### src/rtl/instruction_queue.sv
// instruction_queue: circular FIFO of {pc, inst} between fetch and rename.
// Head entry is presented show-ahead (zero read latency); a branch redirect
// (flush) discards every entry. Pointers carry one extra wrap bit so that
// full and empty can be told apart when the indices match.
// Optional build macro IQUEUE_PERF_EN adds saturating counters for dropped
// enqueues (full_stall_cycles) and flush cycles (flush_count).
module instruction_queue #(
  parameter int DEPTH    = 16,
  parameter int PTR_BITS = $clog2(DEPTH)
) (
  input  logic                clk,
  input  logic                rst,
  input  logic                enqueue,
  input  logic [31:0]         inst_in,
  input  logic [31:0]         pc_in,
  input  logic                dequeue,
  input  logic                flush,
  output logic [31:0]         inst,
  output logic [31:0]         prog,
  output logic                is_iqueue_empty,
  output logic                full,
`ifdef IQUEUE_PERF_EN
  output logic [31:0]         full_stall_cycles,
  output logic [31:0]         flush_count,
`endif
  output logic [PTR_BITS:0]   count
);

  typedef struct packed {
    logic [31:0] pc;
    logic [31:0] inst;
  } iq_entry_t;

  iq_entry_t               mem [DEPTH];
  logic      [PTR_BITS:0]  head, tail;
  logic                    enq_ok, deq_ok;
  iq_entry_t               head_entry;

  // Occupancy flags come only from the registered pointers.
  assign is_iqueue_empty = (head == tail);
  assign full            = (head[PTR_BITS-1:0] == tail[PTR_BITS-1:0]) &&
                           (head[PTR_BITS] != tail[PTR_BITS]);
  assign count           = tail - head;

  // A pop at full frees the slot the new word lands in, so enqueue at full
  // is still accepted when paired with a dequeue.
  assign deq_ok = dequeue && !is_iqueue_empty;
  assign enq_ok = enqueue && (!full || deq_ok);

  // Show-ahead read; forced to zero while empty so stale storage never leaks.
  assign head_entry = mem[head[PTR_BITS-1:0]];
  assign inst       = is_iqueue_empty ? 32'h0 : head_entry.inst;
  assign prog       = is_iqueue_empty ? 32'h0 : head_entry.pc;

  // Storage write; the array itself is never reset, pointers define validity.
  always_ff @(posedge clk) begin
    if (enq_ok && !flush)
      mem[tail[PTR_BITS-1:0]] <= '{pc: pc_in, inst: inst_in};
  end

  // Pointer update; flush wins over any enqueue/dequeue in the same cycle.
  always_ff @(posedge clk or negedge rst) begin
    if (!rst) begin
      head <= '0;
      tail <= '0;
    end else if (flush) begin
      head <= '0;
      tail <= '0;
    end else begin
      head <= head + {{PTR_BITS{1'b0}}, deq_ok};
      tail <= tail + {{PTR_BITS{1'b0}}, enq_ok};
    end
  end

`ifdef IQUEUE_PERF_EN
  logic enq_drop;

  // A drop is an enqueue refused because the queue was full with no pop.
  assign enq_drop = enqueue && !enq_ok;

  // Saturating event counters.
  always_ff @(posedge clk or negedge rst) begin
    if (!rst) begin
      full_stall_cycles <= '0;
      flush_count       <= '0;
    end else begin
      if (enq_drop && (full_stall_cycles != 32'hFFFF_FFFF))
        full_stall_cycles <= full_stall_cycles + 32'd1;
      if (flush && (flush_count != 32'hFFFF_FFFF))
        flush_count <= flush_count + 32'd1;
    end
  end
`endif

endmodule

### config.mk
export PLATFORM = sky130hd
export DESIGN_NAME = instruction_queue
export DESIGN_NICKNAME = d
export VERILOG_FILES = /design/src/rtl/instruction_queue.sv
export SDC_FILE = /design/constraint.sdc
export NUM_CORES = 1
export LEC_CHECK = 0
export BUFFER_PORTS_ARGS = -buffer_cell sky130_fd_sc_hd__buf_2
export CORE_MARGIN = 5
export CORE_UTILIZATION = 64
export CTS_BUF_LIST = sky130_fd_sc_hd__clkbuf_8
export CTS_CLUSTER_SIZE = 8
export DETAILED_ROUTE_END_ITERATION = 12
export PLACE_DENSITY = 0.81
export SETUP_SLACK_MARGIN = 0.5
export SYNTH_ARGS = -nofsm -noshare
export SYNTH_HDL_FRONTEND = slang
export SYNTH_SLANG_ARGS = --single-unit
export TNS_END_PERCENT = 50
### constraint.sdc
create_clock -name clk -period 9.8 [get_ports clk]
set_input_delay 1.47 -clock clk [delete_from_list [all_inputs] [get_ports clk]]
set_output_delay 1.47 -clock clk [all_outputs]
set_load 0.02 [all_outputs]
# Word-level counts from Yosys, hierarchy flattened
# Memories as Yosys holds them, arrays and structs flattened.
# Cells that the tools add are included.
# word_totals
elab_cells	23
input_bits	69
mem_count	1
latch_bits	0
mem_bits_rw	1024
romBits	0
regBits	10
output_inout_bits	71
# mem_list
name	depth	width	rd	rd_clocked_by_memory_dff	write_ports	line	rtl
mem	16	64	1	0	1	34	iq_entry_t mem [DEPTH];
# op_classes
bitwise	0
mux	6
eq_ne	3
n_div	0
n_lt_le_gt_ge	0
add_sub_neg	3
n_reduce_logical	8
n_mul	0
n_shift	0
# ops
op	count
2-to-1 mux 32 bit	2
adder 5 x 1 -> 5 bit	2
2-to-1 mux 5 bit	2
equality test 5 bit	1
subtractor 5 bit	1
equality test 4 bit	1
logical AND 1 bit	4
zero test 1 bit	3
2-to-1 mux 1 bit	2
logical OR 1 bit	1
inequality test 1 bit	1

# Longest topological paths before layout
# depth
ltp_word	8
depth_mapped	13

# Worst setup path before layout
# Ideal clock, no wire load.
# synth_timing
path_kind	input to register
start	input port flush
end	memory mem[6][0] in the netlist's numbering (enable)
path_slack_ns	0.854
n_path_buf	0
t_arrival_ns	8.278
required_time_ns	9.133
cell_stages	3
path_cell_list	inv_1 -> o311ai_1 -> nor4b_1
# synth_between
elab_chain_len	4
# synth_rtl
element	line	rtl
from (decl)	17	input logic flush,
zero test 1 bit	57	if (enq_ok && !flush)
logical AND 1 bit	57	
2-to-1 mux 1 bit	57	
2-to-1 mux 1 bit (not written as such)	58	mem[tail[PTR_BITS-1:0]] <= '{pc: pc_in, inst: inst_in};
to (decl)	34	
# No other way between the ends.

# Worst setup path in the final report
# layout_timing
start	register head[3]
end	output port inst[23]
# layout_between
elab_chain_len	2
# layout_rtl
element	line	rtl
from (decl)	35	logic [PTR_BITS:0] head, tail;
from (signal assigned)	70	head <= head + {{PTR_BITS{1'b0}}, deq_ok};
memory read (16 x 64 bit) or equality test 5 bit (tied branches)	--	
2-to-1 mux 32 bit *	52	assign inst = is_iqueue_empty ? 32'h0 : head_entry.inst;
to (decl)	18	output logic [31:0] inst,
# Mark *: on every way between the ends. The rest lies on a longest branch, timed or not.

==> flow_metrics.py <==
metrics = {
    "sta": {
        "finalMaxSlewViolations": 0,
        "fmax_mhz": 156,
        "setup_viol": 0,
        "rsz0062_at_grt": "no",
        "max_slew_margin_pct": 20.7,
        "fin_crit_sh_pct": 65.5,
        "final_hold_viol_count": 0,
        "min_period_ns": 6.42,
        "tns_ns": 0,
        "fin_skew_ns": 0.0204,
        "worstMarginPinSlew_ns": 1.19,
        "final.setup.worst_slack_ns": 3.38,
    },
    "final_layout": {
        "drive_above_1_share_pct": 29.8,
        "nFillCells": 3491,
        "final-seq-area_um2": 31000,
        "area_delta_synth_final_pct": 10.7,
        "layout.nets": 2113,
        "multi_input_area_um2": 8180,
    },
    "logic_synthesis": {
        "synth_top_family_by_area": "multiplexers",
        "ys_seq_area_share_pct": 78.2,
        "synth_simple_gate_area_share_pct": 3.43,
        "synth_edf_count": 1024,
        "muxShareOfSynthArea_pct": 14.6,
        "yosysMostFrequentCell": "edfxtp_1",
        "async_flop_share_pct": 0.967,
        "synth.top_cell.area_share_pct": 77.5,
        "yosys.area.top_type": "edfxtp_1",
        "synth_cells": 1788,
        "synth_compound_gate_area_share_pct": 1.79,
        "synthTopCellsByCount": "1024 x edfxtp_1, 255 x mux4_2, 194 x nand2_1",
        "synth-xor-area-share_pct": 0.243,
        "synthDistinctLibCells": 36,
        "syn_area_um2": 39700,
        "synthAdderAreaFrac_pct": 0.303,
        "yosysWarnings": 0,
        "syn_avg_cell_area_um2": 22.2,
        "yosys_most_used_dff": "edfxtp_1",
        "synthTopCellsByArea": "edfxtp_1 78%, mux4_2 14%, nand2_1 1.8%",
        "syn-num-nets": 1866,
        "synth-seq-cells": 1034,
    },
    "pwr": {
        "p_int_uw": 7000,
        "switching_share_pct": 24.2,
        "power.static_leakage_uw": 0.0143,
        "power.switching_uw": 2240,
        "pwr-share-seq_pct": 53.3,
        "clkPwrFrac_pct": 33.1,
        "p_per_area_nw_per_um2": 211,
        "combinationalPowerShare_pct": 13.6,
        "irDropWorstVdd_mv": 0.139,
    },
    "global_routing": {
        "grt_max_degree": 109,
        "antenna_found_initial": 13,
        "grt_pass1_wl_um": 126000,
        "grt_pass1_vias": 19800,
        "gr-total-overflow": 0,
        "groute.usage.overall_pct": 25.9,
    },
    "clock_tree": {
        "clk_latency_ns": 0.78,
        "clock-sinks": 1034,
        "cts_root_buf": "clkbuf_8",
        "cts_resized": 0,
        "cts_hold_buf": 0,
        "htreeDepth": 4,
        "post_cts_buffers": 0,
        "clk_pin_slew_ns": 0.06,
        "cts_tree": "built",
        "cts_made_buffers": 159,
        "cts_buffer_depth": 3,
    },
    "floorplanning": {
        "fp.dieH_um": 259,
        "io_pins": 140,
        "rows": 91,
        "coreArea_um2": 61500,
        "die_area_um2": 67000,
        "initial_core_util_pct": 64.5,
        "dieWidth_um": 259,
    },
    "route": {
        "drcViolationCount": 0,
        "routed_via_density": 6.50,
        "num_vias": 19000,
        "wl_per_cell_um": 29.1,
        "drtAntennaViolNets": 0,
        "dr.pass1.iters": 5,
        "routed_wl_um": 85100,
        "drt_iter0_drc": 2259,
    },
    "placement": {
        "io_buffers": 139,
        "gp_congestion": 0.790,
        "hpwl_um": 44600,
        "post-place-ws_ns": 4.22,
    },
    "run": {
        "cap_violations": 0,
    },
    "setup_path": {
        "critPathRequiredTime_ns": 8.33,
        "critPathKind": "reg2out",
        "worst-path-max-fanout": 72,
        "worstSetupEndpointType": "output pin",
        "start_kind": "flip-flop",
        "crit_arrival_ns": 4.95,
    },
    "hold_path": {
        "hold_class": "in2async",
    },
    "status": {
        "status": "finished, final reports clean",
    },
}
-- routing by layer --
| layer | global-route usage, % | part of all wire [%] | up-vias | wire length [um] |
|---|---|---|---|---|
| met5 | 0 | 0.053 | - | 45 |
| met4 | 8.51 | 2.4 | 8 | 2060 |
| met3 | 5.69 | 8.4 | 130 | 7180 |
| met2 | 42.7 | 51 | 969 | 43600 |
| met1 | 35.7 | 38 | 9971 | 32200 |
| li1 | - | - | 7922 | - |
-- logic make-up after synthesis --
family                     after synthesis
AOI/OAI and AO/OA                       73
xor gates and xnor gates                11
DFF                                   1034
adders and majority gates                9
and+or+nand+nor                        298
muxes                                  258
buffers and inverters                  105
-- area by class of cell --
| cell class | count | area share, % |
|---|---|---|
| Clock buffer | 168 | 5.27 |
| Inverter | 11 | 0.0941 |
| Tap cell | 790 | 2.25 |
| Clock inverter | 85 | 0.764 |
| Antenna cell | 7 | 0.0399 |
| Timing Repair Buffer | 180 | 2.31 |
| Multi-Input combinational cell | 649 | 18.6 |
| Sequential cell | 1034 | 70.6 |
-- final timing paths --
kind	cells past startpoint	start	end	slack, ns
worst min-delay path	1	rst	tail[4]	0.54
worst max register to register	7	head[3]	mem[5][27]	4.89
min in group clk	2	head[4]	head[4]	0.61
worst min register to register	2	head[4]	head[4]	0.61
max in group asynchronous	1	rst	head[3]	9.02
worst max-delay path	8	head[3]	inst[23]	3.38
-- power groups by stage --
stage / logic (uW) / registers [uW] / clock network, uW
6_report: 1260 / 4930 / 3060
5_1_grt: 1350 / 4930 / 3330
4_1_cts: 1280 / 4930 / 3120
3_5_place_dp: 1280 / 5020 / 0
3_3_place_gp: 1260 / 5010 / 0
2_1_floorplan: 963 / 5000 / 0
-- metrics by stage --
stage	utilization [%]	power [uW]	hold WS, ns	instances	cell area [um^2]
final	71.4	9240	0.543	2924	43900
after detailed placement	67.1	6290	0.597	2664	41200
after global routing	71.4	9610	0.505	2921	43900
after CTS	71.4	9320	0.484	2917	43900
after global placement	67.1	6270	0.590	2664	41200
after floorplan	-	5960	0.561	1788	39700
-- registers in the layout, summed over array words and instances, names as in the netlist --
name and cells:
tail 5, mem 1024, head 5
-- placed cells by master (no fill, tap or decap), types with 3 or more instances in the layout --
cell type,instances
edfxtp_1,1024
mux4_2,255
nand2_1,194
clkbuf_8,168
buf_2,139
inv_1,70
a221o_1,63
nor2b_1,54
buf_4,40
clkinv_1,21
and2b_1,14
nor2_4,9
nand3_1,8
xnor2_1,8
ha_1,8
diode_2,7
nor2_1,7
dfrtp_1,7
nor3_2,5
xor2_1,3
a21oi_1,3
clkinvlp_4,3
dfrtp_4,3
-- worst max-delay path, stage by stage, from the launching register on --
cell     delay [ns]
dfrtp_4        1.19
inv_1          0.41
ha_1           0.46
nand4_2        0.21
nor2_2         0.12
nor2_4         0.50
buf_4          0.72
a221o_1        0.33
buf_2          0.19
Note: power is estimated with default switching activity, not from simulation.
